## src/rtl/vga_sync_monitor.sv

```systemverilog
// ---------------------------------------------------------------------------
// vga_sync_monitor
//
// Passive timing monitor for the 2-bit VGA output stage. It measures line
// length, frame height, active pixels per line, active lines per frame and a
// per-frame pixel checksum. It compares the results with the expected timing
// and runs a SEARCH / MEASURE / LOCKED lock state machine. It never drives
// the video path.
//
// Ports
//   clk           in   pixel clock (same clock as the video generator)
//   reset         in   asynchronous, active-high reset
//   Hs, Vs        in   horizontal / vertical sync (asserted level = SYNC_POL)
//   Blank         in   1 = visible pixel, 0 = blanking
//   R, G, B       in   2-bit colour components
//   h_total_meas  out  clocks between the last two Hs leading edges
//   v_total_meas  out  Hs leading edges in the last frame
//   act_px_meas   out  Blank=1 clocks in the last complete line
//   act_ln_meas   out  lines with active pixels in the last frame
//   checksum      out  sum of {R,G,B} over the last frame's active pixels
//   frame_pulse   out  one-cycle strobe when the frame results update
//   err_h         out  bad line length / active width, or Hs timeout
//   err_v         out  bad line count or active-line count
//   locked        out  timing good for LOCK_FRAMES consecutive frames
// ---------------------------------------------------------------------------
module vga_sync_monitor #(
    parameter int   H_TOTAL     = 1056,
    parameter int   H_ACTIVE    = 800,
    parameter int   V_TOTAL     = 628,
    parameter int   V_ACTIVE    = 600,
    parameter logic SYNC_POL    = 1'b1,
    parameter int   LOCK_FRAMES = 2
) (
    input  logic        clk,
    input  logic        reset,
    input  logic        Hs,
    input  logic        Vs,
    input  logic        Blank,
    input  logic [1:0]  R,
    input  logic [1:0]  G,
    input  logic [1:0]  B,
    output logic [11:0] h_total_meas,
    output logic [10:0] v_total_meas,
    output logic [11:0] act_px_meas,
    output logic [10:0] act_ln_meas,
    output logic [23:0] checksum,
    output logic        frame_pulse,
    output logic        err_h,
    output logic        err_v,
    output logic        locked
);

    localparam logic [1:0] SEARCH  = 2'd0;
    localparam logic [1:0] MEASURE = 2'd1;
    localparam logic [1:0] LOCKED  = 2'd2;

    localparam int GW = (LOCK_FRAMES < 2) ? 1 : $clog2(LOCK_FRAMES + 1);

    localparam logic [11:0] H_TOTAL_L  = H_TOTAL[11:0];
    localparam logic [11:0] H_ACTIVE_L = H_ACTIVE[11:0];
    localparam logic [10:0] V_TOTAL_L  = V_TOTAL[10:0];
    localparam logic [10:0] V_ACTIVE_L = V_ACTIVE[10:0];

    // Registered inputs and previous sync levels for edge detection.
    logic        hs_q, vs_q, blank_q, hs_prev_q, vs_prev_q;
    logic [5:0]  rgb_q;

    // Line / frame counters.
    logic [11:0] hcnt_q, hcnt_d;
    logic [11:0] apx_q, apx_d;
    logic [10:0] vline_q, vline_d;
    logic [10:0] aln_q, aln_d;
    logic [23:0] sum_q, sum_d;
    logic        line_bad_q, line_bad_d;
    logic        first_line_q, first_line_d;

    // Result registers and lock state.
    logic [11:0] h_total_q, h_total_d;
    logic [10:0] v_total_q, v_total_d;
    logic [11:0] act_px_q, act_px_d;
    logic [10:0] act_ln_q, act_ln_d;
    logic [23:0] checksum_q, checksum_d;
    logic        frame_pulse_q, frame_pulse_d;
    logic        err_h_q, err_h_d;
    logic        err_v_q, err_v_d;
    logic        locked_q, locked_d;
    logic [1:0]  state_q, state_d;
    logic [GW-1:0] gcnt_q, gcnt_d;

    // Per-cycle derived values.
    logic        hs_edge, vs_edge, line_check, timeout;
    logic [11:0] apx_inc;
    logic [10:0] vline_inc, aln_inc;
    logic [23:0] sum_inc;
    logic        line_bad_now, frame_err_v, frame_good;

    assign hs_edge = (hs_q == SYNC_POL) && (hs_prev_q != SYNC_POL);
    assign vs_edge = (vs_q == SYNC_POL) && (vs_prev_q != SYNC_POL);

    // The edge cycle's own pixel still belongs to the line being closed.
    assign apx_inc   = (blank_q && apx_q != 12'hFFF) ? apx_q + 12'd1 : apx_q;
    // A coincident Hs edge closes the last line of the frame being closed.
    assign vline_inc = (hs_edge && vline_q != 11'h7FF) ? vline_q + 11'd1 : vline_q;

    // The first line after SEARCH has an unknown start, so it is not judged.
    assign line_check = hs_edge && !first_line_q;

    assign aln_inc = (line_check && apx_inc != 12'd0 && aln_q != 11'h7FF)
                   ? aln_q + 11'd1 : aln_q;

    assign line_bad_now = line_bad_q |
                          (line_check & ((hcnt_q != H_TOTAL_L) |
                                         ((apx_inc != 12'd0) & (apx_inc != H_ACTIVE_L))));

    assign sum_inc     = sum_q + {18'd0, (blank_q ? rgb_q : 6'd0)};
    assign frame_err_v = (vline_inc != V_TOTAL_L) || (aln_inc != V_ACTIVE_L);
    assign frame_good  = !line_bad_now && !frame_err_v;

    // Fires once, on the clock where hcnt saturates.
    assign timeout = !hs_edge && (hcnt_q == 12'hFFE);

    always_comb begin
        // NOTE: every _d defaults to its _q before any branch, so no path
        // through this block can leave a signal unassigned and infer a latch.
        hcnt_d        = (hcnt_q == 12'hFFF) ? hcnt_q : hcnt_q + 12'd1;
        apx_d         = apx_inc;
        vline_d       = vline_inc;
        aln_d         = aln_inc;
        sum_d         = sum_inc;
        line_bad_d    = line_bad_now;
        first_line_d  = first_line_q;
        h_total_d     = h_total_q;
        v_total_d     = v_total_q;
        act_px_d      = act_px_q;
        act_ln_d      = act_ln_q;
        checksum_d    = checksum_q;
        frame_pulse_d = 1'b0;
        err_h_d       = err_h_q;
        err_v_d       = err_v_q;
        locked_d      = locked_q;
        state_d       = state_q;
        gcnt_d        = gcnt_q;

        // Line close.
        if (hs_edge) begin
            h_total_d    = hcnt_q;
            act_px_d     = apx_inc;
            hcnt_d       = 12'd1;
            apx_d        = 12'd0;
            first_line_d = 1'b0;
        end

        // Frame close, after the line close of the same cycle.
        if (vs_edge) begin
            vline_d    = 11'd0;
            aln_d      = 11'd0;
            sum_d      = 24'd0;
            line_bad_d = 1'b0;

            if (state_q == SEARCH) begin
                state_d = MEASURE;
            end else begin
                v_total_d     = vline_inc;
                act_ln_d      = aln_inc;
                checksum_d    = sum_inc;
                err_h_d       = line_bad_now;
                err_v_d       = frame_err_v;
                frame_pulse_d = 1'b1;

                if (state_q == MEASURE) begin
                    if (frame_good) begin
                        gcnt_d = gcnt_q + 1'b1;
                        if (int'(gcnt_q) + 1 >= LOCK_FRAMES) begin
                            state_d  = LOCKED;
                            locked_d = 1'b1;
                        end
                    end else begin
                        gcnt_d = '0;
                    end
                end else if (!frame_good) begin
                    state_d  = MEASURE;
                    locked_d = 1'b0;
                    gcnt_d   = '0;
                end
            end
        end

        // Hs timeout overrides any frame decision taken in the same cycle.
        if (timeout) begin
            err_h_d      = 1'b1;
            locked_d     = 1'b0;
            state_d      = SEARCH;
            gcnt_d       = '0;
            first_line_d = 1'b1;
        end
    end

    always_ff @(posedge clk or posedge reset) begin
        if (reset) begin
            hs_q          <= 1'b0;
            vs_q          <= 1'b0;
            blank_q       <= 1'b0;
            hs_prev_q     <= 1'b0;
            vs_prev_q     <= 1'b0;
            rgb_q         <= 6'd0;
            hcnt_q        <= 12'd0;
            apx_q         <= 12'd0;
            vline_q       <= 11'd0;
            aln_q         <= 11'd0;
            sum_q         <= 24'd0;
            line_bad_q    <= 1'b0;
            first_line_q  <= 1'b1;
            h_total_q     <= 12'd0;
            v_total_q     <= 11'd0;
            act_px_q      <= 12'd0;
            act_ln_q      <= 11'd0;
            checksum_q    <= 24'd0;
            frame_pulse_q <= 1'b0;
            err_h_q       <= 1'b0;
            err_v_q       <= 1'b0;
            locked_q      <= 1'b0;
            state_q       <= SEARCH;
            gcnt_q        <= '0;
        end else begin
            // NOTE: registers are written with non-blocking assignments so
            // every flop samples the values from before this clock edge.
            hs_q          <= Hs;
            vs_q          <= Vs;
            blank_q       <= Blank;
            hs_prev_q     <= hs_q;
            vs_prev_q     <= vs_q;
            rgb_q         <= {R, G, B};
            hcnt_q        <= hcnt_d;
            apx_q         <= apx_d;
            vline_q       <= vline_d;
            aln_q         <= aln_d;
            sum_q         <= sum_d;
            line_bad_q    <= line_bad_d;
            first_line_q  <= first_line_d;
            h_total_q     <= h_total_d;
            v_total_q     <= v_total_d;
            act_px_q      <= act_px_d;
            act_ln_q      <= act_ln_d;
            checksum_q    <= checksum_d;
            frame_pulse_q <= frame_pulse_d;
            err_h_q       <= err_h_d;
            err_v_q       <= err_v_d;
            locked_q      <= locked_d;
            state_q       <= state_d;
            gcnt_q        <= gcnt_d;
        end
    end

    assign h_total_meas = h_total_q;
    assign v_total_meas = v_total_q;
    assign act_px_meas  = act_px_q;
    assign act_ln_meas  = act_ln_q;
    assign checksum     = checksum_q;
    assign frame_pulse  = frame_pulse_q;
    assign err_h        = err_h_q;
    assign err_v        = err_v_q;
    assign locked       = locked_q;

endmodule

```

## config.mk

```make
export PLATFORM = sky130hd
export DESIGN_NAME = vga_sync_monitor
export DESIGN_NICKNAME = d
export VERILOG_FILES = /design/src/rtl/vga_sync_monitor.sv
export SDC_FILE = /design/constraint.sdc
export NUM_CORES = 1
export LEC_CHECK = 0
export ABC_AREA = 1
export ABC_CLOCK_PERIOD_IN_PS = 5400
export CORE_MARGIN = 4
export CORE_UTILIZATION = 50
export CTS_CLUSTER_SIZE = 10
export DETAILED_ROUTE_END_ITERATION = 8
export PLACE_DENSITY = 0.85
export RECOVER_POWER = 50
export SLEW_MARGIN = 20
export SYNTH_ARGS = -nofsm -noshare
export SYNTH_HDL_FRONTEND = slang
export SYNTH_SLANG_ARGS = --single-unit
```

## constraint.sdc

```tcl
create_clock -name clk -period 5.4 [get_ports clk]
set_input_delay 0.81 -clock clk [delete_from_list [all_inputs] [get_ports clk]]
set_output_delay 0.81 -clock clk [all_outputs]
set_load 0.01 [all_outputs]
```

==> summary.txt, run 1 <==
Logic synthesis
  • Synthesized cell area: 0.00773 mm^2
  • Number of unique standard cell types used by synthesis: 37
  • Top cell type's share of synthesized area: 51.8%
  • Post-synthesis area per instance: 8.35 um^2
  • Synth Register Bits: 161
  • Mapped Nets: ~950
  • Total of warnings raised by yosys: 0
  • Sequential element share of the synthesized area: a little over half
  • Post-synthesis cell count: 926
  • Top_reg_cell synth: dfrtp_1
  • Synth area leader: dfrtp_1
  • Post-synth ARST share: 100%
  • Top post-synthesis cells by count: nand2_1, dfrtp_1, nor2_1, inv_1, o21ai_0
  • Ranking of synthesized cells by area: dfrtp_1, nand2_1, nor2_1
  • EDFF count, synth: 0
  • Most common cell in the netlist: nand2_1

Routing
  • DR vias/cell: 5.20
  • Antenna viol nets, final: 0
  • DR vias: 6,278
  • Initial DRT Pass Iterations: 5
  • Number of DRC markers in iteration 0: between 500 and 600
  • Residual DRC: 0
  • WL final: around 17,000 um
  • Routed len/inst: ~14 um

Status
  • Failing checks: capacitance limit, slew limit
  • Outcome: complete, but fails checks

Clock network
  • CTS tree: done
  • CTS clock-pin slew for the worst setup and hold paths: 60 ps
  • CTS Buffer Depth: 2
  • Clock Sinks: between 150 and 200
  • Setup bufs post-CTS: 0
  • Post-CTS Resized: 0
  • Hold Buf Count CTS: 0
  • Worst skew pair latency: 430 ps
  • Total CTS buffers: 17
  • H-tree depth: 4
  • Clock root buffer: clkbuf_16

Pwr
  • Max VDD drop: 0.000318 V
  • Power per cell area: approximately 370 mW/mm^2
  • Static leakage power: 4.27 nW

Cells and area
  • Filler cells: 1,239
  • Nets: 1,031
  • ANT cells: 0
  • Fin area: 0.00928 mm^2
  • Layout area overhead: 20.0%
  • Area occupied by multi-input gates: between 0.003 and 0.004 mm^2
  • Sequential Area: 0.00403 mm^2
  • Layout cell share with drive strength beyond 1: under 10%

Run
  • Max Cap Viol: 2

Critical path
  • Worst setup path class: reg -> reg
  • Startpoint types: flip-flop
  • Data arrival, critical path: 4180 ps
  • Worst flop-to-flop path startpoint: hs_prev_q
  • R2r setup slk: 1540 ps
  • Worst Path Required: between 5000 and 6000 ps
  • Reg-to-Reg End: locked
  • Max Fanout on Critical Path: 28
  • R2R cell count: 15
  • Crit. End Element: flip-flop

STA
  • Rel. slew slack: -51.9%
  • Fin crit period: 3860 ps
  • Final max-slew violation count: 169
  • Final period util: 71.5%
  • Clock Skews: 10.2 ps
  • # setup viols final: 0
  • Final Hold Fails: 0
  • Worst-Margin Slew: between 2000 and 2500 ps
  • Fmax: roughly 260 MHz
  • TNS Setup: 0 ps
  • RSZ-0062 raised after global routing: false

Place
  • RePlAce Congestion: 0.981
  • # port buffers: 84
  • Post-DP HPWL: 11,500 um
  • Post-place instance area: 0.00872 mm^2

Global routing
  • First-pass GRT wire length: roughly 29,000 um
  • GRT Util Overall: 20.1%
  • Largest net degree at the start of global routing: about 110
  • Initial antenna violation count: 0
  • GR Overflow Total: 0
  • Number of global-route vias before repair: approximately 6,000

Die
  • # IOs: 85
  • DIE WIDTH: 132 um
  • Row cnt: 45
  • Die Area: 0.0175 mm^2
  • Die height: 132 um
  • Core footprint: approximately 0.015 mm^2
  • Initial Utilization: about half

Min path
  • Worst Hold Launch: hs_q
  • Min-Delay Path Depth: 0
  • Hold EP: hs_prev_q
  • Hold Path Class: reg -> reg
layout by cell type (no fill, tap or decap), types with 5 or more instances in the layout:
master,count
a21oi_1,14
nor3_1,19
nand4_1,19
a31oi_1,7
clkdlybuf4s50_1,74
dfrtp_1,160
xor2_1,26
dlygate4sd3_1,10
nand3_2,9
nand2_2,12
o21ai_0,84
clkbuf_16,17
nor2_2,11
nand2_1,223
inv_6,5
ha_1,13
xnor2_1,8
nand3_1,39
inv_1,106
nor2_1,118
critical path: stages, from the launching register on:
cell      delay [ps]
dfrtp_1          380
nor2_2            90
clkbuf_1         920
inv_1            140
nor2_1           800
nand3_2          330
nand2_1          140
nand2_1          120
nor2_1           120
nand2_1           70
nor2_1           130
nand3_1          130
o21bai_1         180
nand2_1           70
nand2_1           60
nand2_1           50
cell type report:
type,instances,share of cell area (%)
multi-input cells,626,33.7
clock inverters,14,1.58
inverters,110,4.49
flip-flops and latches,161,43.4
clock buffers,18,4.73
well taps,188,2.53
repair buffers,90,9.56
cell families (layout without fill, tap and decap cells):
logic type	Yosys count	in the layout	synth area share (%)
xor gates and xnor gates	34	34	3.85
AOI/OAI and AO/OA	110	110	7.34
DFF	161	161	52.1
adders and majority gates	14	14	2.36
buffers and inverters	139	232	7.12
and+or+nand+nor	468	468	27.2
worst max path at each step:
stage                     cells past startpoint  slack [ps]       from              to
after floorplan                               1         240      reset  act_ln_meas[0]
after global placement                       20        2280    blank_q    checksum[23]
after detailed placement                     20        2190    blank_q    checksum[23]
after CTS                                    20        2090    blank_q    checksum[23]
after global routing                          3        1170      reset        aln_q[1]
final                                        15        1540  hs_prev_q          locked
state kept, by name, summed over array words and instances (netlist names), 11 cells and up:
register      cells
checksum         24
sum_q            24
act_px_meas      12
apx_q            12
h_total_meas     12
hcnt_q           12
act_ln_meas      11
aln_q            11
v_total_meas     11
vline_q          11
routing by layer:
layer	part of all wire [%]	vias to the layer above	GRT usage (%)
li1	-	3091	-
met1	45	2967	26.9
met2	48	188	32.4
met4	1.8	0	6.70
met5	0	-	0
met3	5.9	32	4.73
where the power goes:
part           total [W]  internal [W]  switching [W]
registers        0.00150       0.00137       0.000123
logic           0.000757      0.000330       0.000427
clock network    0.00118      0.000661       0.000520
through the flow:
| stage | power, W | hold slack, ps | util [%] | cells | worst slack (ps) |
|---|---|---|---|---|---|
| floorplan | 0.00194 | 354 | - | 926 | 243 |
| global placement | 0.00225 | 360 | 57.4 | 1174 | 2280 |
| detailed placement | 0.00227 | 369 | 57.4 | 1174 | 2190 |
| CTS | 0.00346 | 381 | 61.2 | 1206 | 2090 |
| global route | 0.00361 | 393 | 61.1 | 1207 | 1170 |
| finish | 0.00343 | 379 | 61.1 | 1207 | 1540 |
No activity file was read; power rests on OpenSTA's default activity.
==> run 2, diff against run 1 <==
ABC_CLOCK_PERIOD_IN_PS = 3220   (was 5400)
clock period = 3.22 ns   (was 5.4 ns; I/O delays follow)
==> run 2 against run 1 <==
  * The run now ends clean
  * Final area is 1.1% higher
  * Clock skew is essentially flat
  * Combinational power up 70%
  * Sequential share of layout area down 0.44 points
  * Worst setup slack worse by 1300 ps
  * Hold slack got worse by 4.5 ps
  * Register-to-register slack worse by 1300 ps
  * Wire length shrank 2.1%
  * Final cell count grew 0.50%
  * Non-clock buffer count grew 5
  * Critical path type unchanged
  * Critical path depth is 5 higher
==> summary.txt, run 2 (synthesis results as in run 1) <==
Global routing
  • First-pass GRT wire length: 28,900 um (+0.67%)
  • GR Overflow Total: 0 (unchanged)
  • Largest net degree at the start of global routing: 69 (-39%)
  • Initial antenna violation count: 1 (+1)
  • GRT Util Overall: 20.2% (+0.090 points)
  • Number of global-route vias before repair: 6,089 (+0.86%)

Place
  • RePlAce Congestion: 0.951 (-3.1%)
  • Placed Cells: 1,180 (+0.51%)
  • # port buffers: 84 (unchanged)
  • Post-DP HPWL: 11,600 um (+0.75%)

Die
  • Core footprint: 0.0152 mm^2 (unchanged)
  • # IOs: 85 (unchanged)
  • Die height: 132 um (unchanged)
  • Die Area: 0.0175 mm^2 (unchanged)
  • Initial Utilization: 50.9% (unchanged)
  • DIE WIDTH: 132 um (unchanged)
  • Row cnt: 45 (unchanged)

STA
  • Clock Skews: 10.3 ps (+0.118 ps)
  • Fmax: 339 MHz (+31%)
  • # setup viols final: 0 (unchanged)
  • TNS Setup: 0 ps (unchanged)
  • Worst-Margin Slew: 1280 ps (-990 ps)
  • Fin crit period: 2950 ps (-917 ps)
  • RSZ-0062 raised after global routing: false
  • Final Hold Fails: 0 (unchanged)
  • Rel. slew slack: 13.9% (+66 points)
  • Final max-slew violation count: 0 (-100%)
  • Final period util: 91.5% (+20 points)

Clock network
  • CTS Buffer Depth: 2 (unchanged)
  • H-tree depth: 4 (unchanged)
  • Setup bufs post-CTS: 0 (unchanged)
  • CTS tree: done
  • Hold Buf Count CTS: 0 (unchanged)
  • Total CTS buffers: 17 (unchanged)
  • Clock Sinks: 161 (unchanged)
  • Worst skew pair latency: 440 ps (about the same)
  • Clock root buffer: clkbuf_16
  • CTS clock-pin slew for the worst setup and hold paths: 60 ps (about the same)
  • Post-CTS Resized: 0 (unchanged)

Pwr
  • Switching share of power: 30.5% (-0.67 points)
  • Internal power: 0.00404 W (+71%)
  • Final Power: 0.00581 W (+69%)
  • Net Switching: 0.00177 W (+65%)
  • Max VDD drop: 0.000596 V (+88%)
  • Clock power share: 34.6% (+0.2 points)
  • Static leakage power: 4.31 nW (+0.90%)
  • Flop pwr share: 43.2% (-0.4 points)
  • Power per cell area: 619 mW/mm^2 (+67%)
  • Combinational share of power: 22.2% (+0.2 points)

Cells and area
  • Most frequent cells in the layout: nand2_1, dfrtp_1, nor2_1, inv_1, o21ai_0
  • Area occupied by multi-input gates: 0.00318 mm^2 (+1.5%)
  • Layout area overhead: 21.3%
  • Leading cell type in the layout, fill and taps excluded: nand2_1
  • Sequential Area: 0.00403 mm^2 (about the same)
  • Layout cell share with drive strength beyond 1: 9.57% (+1.6 points)
  • Non-filler cells, final: 1,213 (+0.50%)
  • Nets: 1,036 (+0.48%)
  • Filler cells: 1,257 (+1.5%)

Routing
  • WL final: 16,800 um (-2.1%)
  • Routed len/inst: 13.8 um (-2.6%)
  • DR vias/cell: 5.17 (-0.59%)
  • Residual DRC: 0 (unchanged)
  • DR vias: 6,272 (-0.096%)
  • Number of DRC markers in iteration 0: 507 (-1.4%)
  • Antenna viol nets, final: 0 (unchanged)
  • Initial DRT Pass Iterations: 5 (unchanged)

Critical path
  • Worst Path Required: 3510 ps (-2210 ps)
  • Buffers & Inverters on Critical Path: 1 (-1)
  • Max Fanout on Critical Path: 7 (-75%)
  • Crit. End Element: flip-flop
  • Critical Path Max Stage Delay: 470 ps (-450 ps)
  • Top Family by Delay on Critical Path: simple AND/OR/NAND/NOR gates
  • Levels on crit path: 20 (+5)
  • Data arrival, critical path: 3230 ps (-950 ps)
  • Startpoint types: flip-flop
  • Worst setup path class: reg -> reg
  • Most used cell, CP: nand2_1
  • Slowest stage cell, crit path: dfrtp_2
  • R2R cell count: 20 (+5)
  • Worst path cell trace: nand2_1, inv_1, ha_1, nand3_1, nand2_1, nand2_1, nand2_1, a21oi_1, nor2_1, o21ai_0, nor2_1, nand2_1, nor2_4, nand2_1, nor2_1, nand3_1, nor2_1, nand2_1, xor2_1, o21ai_0

Min path
  • Hold Path Class: reg -> reg
  • Min-Delay Path Depth: 0 (unchanged)

Run
  • Max Cap Viol: 0 (-2)

Status
  • Outcome: completed
run 2: metal layers:
metal,GRT usage (%),share of wire [%]
met5,0,0
met4,7.22,1.8
met3,5.95,5.9
met2,30.9,47
met1,27.4,46
run 2: worst paths after layout:
kind	startpoint	endpoint	slack, ps
setup / recovery	blank_q	checksum[23]	270
max in group asynchronous	reset	blank_q	830
hold reg to reg	hs_q	hs_prev_q	370
min in group asynchronous	reset	checksum[0]	770
hold / removal	hs_q	hs_prev_q	370
setup reg to reg	blank_q	checksum[23]	270
run 2: power groups by stage:
| stage | Clock, W | Sequential, W | Combinational [W] |
|---|---|---|---|
| after floorplan | 0 | 0.00257 | 0.000692 |
| after global placement | 0 | 0.00254 | 0.00125 |
| after detailed placement | 0 | 0.00254 | 0.00129 |
| after CTS | 0.00205 | 0.00251 | 0.00130 |
| after global routing | 0.00215 | 0.00255 | 0.00144 |
| final | 0.00201 | 0.00251 | 0.00129 |
run 2: stage by stage:
stage,hold WS (ps),cell area [um^2],worst slack [ps],util (%)
5_1_grt,386,9380,0.459,61.7
2_1_floorplan,354,7740,475,-
6_report,375,9380,274,61.7
4_1_cts,378,9390,119,61.7
3_5_place_dp,364,8790,164,57.8
3_3_place_gp,363,8790,230,57.8
run 2: cell type report:
cell class | count | area share, %
Timing Repair Buffer | 95 | 9.90
Antenna cell | 1 | 0.0267
Sequential cell | 161 | 43.0
Multi-Input combinational cell | 626 | 33.9
Clock inverter | 13 | 1.60
Inverter | 110 | 4.41
Tap cell | 188 | 2.51
Clock buffer | 19 | 4.72
==> run 3, diff against run 2 <==
GPL_TIMING_DRIVEN = 0   (was default)
==> run 3 against run 2 <==
  * The run now ends with capacitance limit, slew limit left
  * Global-route usage rose by 0.85 points
  * Fmax down 0.43%
  * Total power is 1.3% higher
  * Worst setup slack lost 13 ps
  * Final cell count rose by 2.3%
  * Clock skew about the same
  * Final area is 1.9% higher
  * Critical path type unchanged
==> summary.txt, run 3 (synthesis results as in run 1) <==
Clock network
  • H-tree depth: 4 (unchanged)
  • Clock root buffer: clkbuf_16
  • Hold Buf Count CTS: 0 (unchanged)
  • CTS tree: done
  • CTS Buffer Depth: 2 (unchanged)
  • Total CTS buffers: 17 (unchanged)
  • Worst skew pair latency: 430 ps (about the same)
  • CTS clock-pin slew for the worst setup and hold paths: 70 ps (about the same)
  • Clock Sinks: 161 (unchanged)

Routing
  • Antenna viol nets, final: 0 (unchanged)
  • WL final: 17,800 um (+6.4%)
  • DR vias/cell: 5.28 (+2.1%)
  • Routed len/inst: 14.4 um (+4.0%)
  • Initial DRT Pass Iterations: 5 (unchanged)
  • Residual DRC: 0 (unchanged)
  • Number of DRC markers in iteration 0: 534 (+5.3%)
  • DR vias: 6,553 (+4.5%)

STA
  • Final Hold Fails: 0 (unchanged)
  • Final max-slew violation count: 28 (+28)
  • Worst-Margin Slew: 1540 ps (+259 ps)
  • Fin crit period: 2960 ps (+12.7 ps)
  • # setup viols final: 0 (unchanged)
  • TNS Setup: 0 ps (unchanged)
  • Clock Skews: 10.1 ps (-0.238 ps)
  • Fmax: 338 MHz (-0.43%)
  • Final period util: 91.9% (+0.40 points)
  • Rel. slew slack: -2.87% (-17 points)
  • Worst setup margin: 262 ps (-12.7 ps)

Critical path
  • Crit. End Element: flip-flop
  • Max Fanout on Critical Path: 10 (+3)
  • Startpoint types: flip-flop
  • R2r setup slk: 260 ps (about the same)
  • Data arrival, critical path: 3270 ps (+40 ps)
  • Worst setup path class: reg -> reg
  • Worst Path Required: 3540 ps (+30 ps)

Status
  • Failing checks: capacitance limit, slew limit
  • Outcome: complete, but fails checks

Cells and area
  • Layout cell share with drive strength beyond 1: 10.1% (+0.50 points)
  • ANT cells: 0 (-1)
  • Nets: 1,065 (+2.8%)
  • Leading cell type in the layout, fill and taps excluded: nand2_1
  • Layout area overhead: 23.5%
  • Most frequent cells in the layout: nand2_1, dfrtp_1, nor2_1, inv_1, o21ai_0

Die
  • Die Area: 0.0175 mm^2 (unchanged)
  • DIE WIDTH: 132 um (unchanged)
  • Row cnt: 45 (unchanged)
  • Initial Utilization: 50.9% (unchanged)
  • Die height: 132 um (unchanged)
  • # IOs: 85 (unchanged)
  • Core footprint: 0.0152 mm^2 (unchanged)

Global routing
  • Global route hottest layer: met2
  • Initial antenna violation count: 0 (-1)
  • M2 GR Usage: 35.1% (+4.2 points)
  • GRT Util Overall: 21.0% (+0.85 points)
  • M3 GR Usage: 5.53% (-0.42 points)
  • GR Overflow Total: 0 (unchanged)
  • Largest net degree at the start of global routing: 37 (-46%)
  • First-pass GRT wire length: 30,200 um (+4.7%)
  • Number of global-route vias before repair: 6,398 (+5.1%)
  • Met1 Usage GRT: 26.3% (-1.2 points)

Place
  • # port buffers: 84 (unchanged)
  • Post-DP HPWL: 12,600 um (+8.6%)
  • RePlAce Congestion: 0.917 (-3.5%)
  • Pre-CTS WS: -160 ps (-324 ps)

Pwr
  • Internal power: 0.00407 W (+0.72%)
  • Max VDD drop: 0.000426 V (-29%)
  • Static leakage power: 4.38 nW (+1.5%)
  • Power per cell area: 616 mW/mm^2 (-0.56%)
  • Flop pwr share: 42.6% (-0.6 points)
  • Combinational share of power: 22.9% (+0.7 points)
  • Net Switching: 0.00181 W (+2.6%)
  • Switching share of power: 30.8% (+0.38 points)
  • Clock power share: 34.5% (about the same)

Min path
  • Hold Path Class: reg -> reg

Run
  • Max Cap Viol: 1 (+1)
run 3: changes by cell type in the layout (fill, tap and decap cells not counted), moves of 3 or more:
cell        before  now
clkbuf_1         3   26
buf_6            0    4
nand2_1        216  220
nand2_2         18   14
clkinvlp_4       1    4
run 3: worst max-delay path, stage by stage, from the launching register on:
cell and delay, ps:
dfrtp_1 400, ha_1 250, nand3_1 140, inv_1 70, nand3_1 130, nand2_2 120
inv_1 100, buf_2 190, nand3b_1 100, nand2_1 100, nand2_1 70, nor3_1 270
nand4_1 160, nor2_1 140, nand3_2 90, nor2_4 170, nand3_2 90, nand2_2 100
inv_2 50, nor2_1 80, nor2_1 50
run 3: power by group through the flow:
stage,clock [W],sequential [W],combinational (W)
2_1_floorplan,0,0.00257,0.000692
3_3_place_gp,0,0.00252,0.00127
3_5_place_dp,0,0.00253,0.00132
4_1_cts,0.00205,0.00250,0.00134
5_1_grt,0.00215,0.00254,0.00151
6_report,0.00203,0.00251,0.00135
run 3: metrics by stage:
stage	power (W)	instances	hold slack (ps)	area (um^2)	utilization (%)
floorplan	0.00326	926	354	7740	-
global placement	0.00379	1198	363	8810	58.0
detailed placement	0.00385	1203	369	8930	58.7
CTS	0.00589	1235	383	9530	62.7
global route	0.00620	1241	401	9560	62.9
finish	0.00588	1241	379	9560	62.9
run 3: cell type report:
type	instances	area, um^2
clock inverters	13	151
repair buffers	95	937
fillers	1188	5650
inverters	110	414
clock buffers	19	443
plain buffers	29	145
flip-flops and latches	161	4030
well taps	188	235
multi-input cells	626	3200
run 3: per-layer routing:
| metal | up-vias | share of wire, % | routed length, um |
|---|---|---|---|
| met3 | 49 | 6.3 | 1120 |
| met4 | 0 | 2.5 | 440 |
| met5 | - | 0 | 0 |
| met1 | 3110 | 42 | 7570 |
| li1 | 3171 | - | - |
| met2 | 223 | 49 | 8720 |
run 3: final timing paths:
kind	startpoint	endpoint	depth (start not counted)
max	vline_q[0]	gcnt_q[0]	20
min	hs_q	hs_prev_q	0
max reg2reg	vline_q[0]	gcnt_q[0]	20
min reg2reg	hs_q	hs_prev_q	0
max in group asynchronous	reset	first_line_q	4
min in group asynchronous	reset	checksum[0]	2
run 3: timing repair:
item                                    CTS  global route
pin swaps                                 0             2
endpoints found under the setup margin   10            22
hold endpoints to repair                  0             0
setup buffers                             0             6
gates resized for setup                   2            17
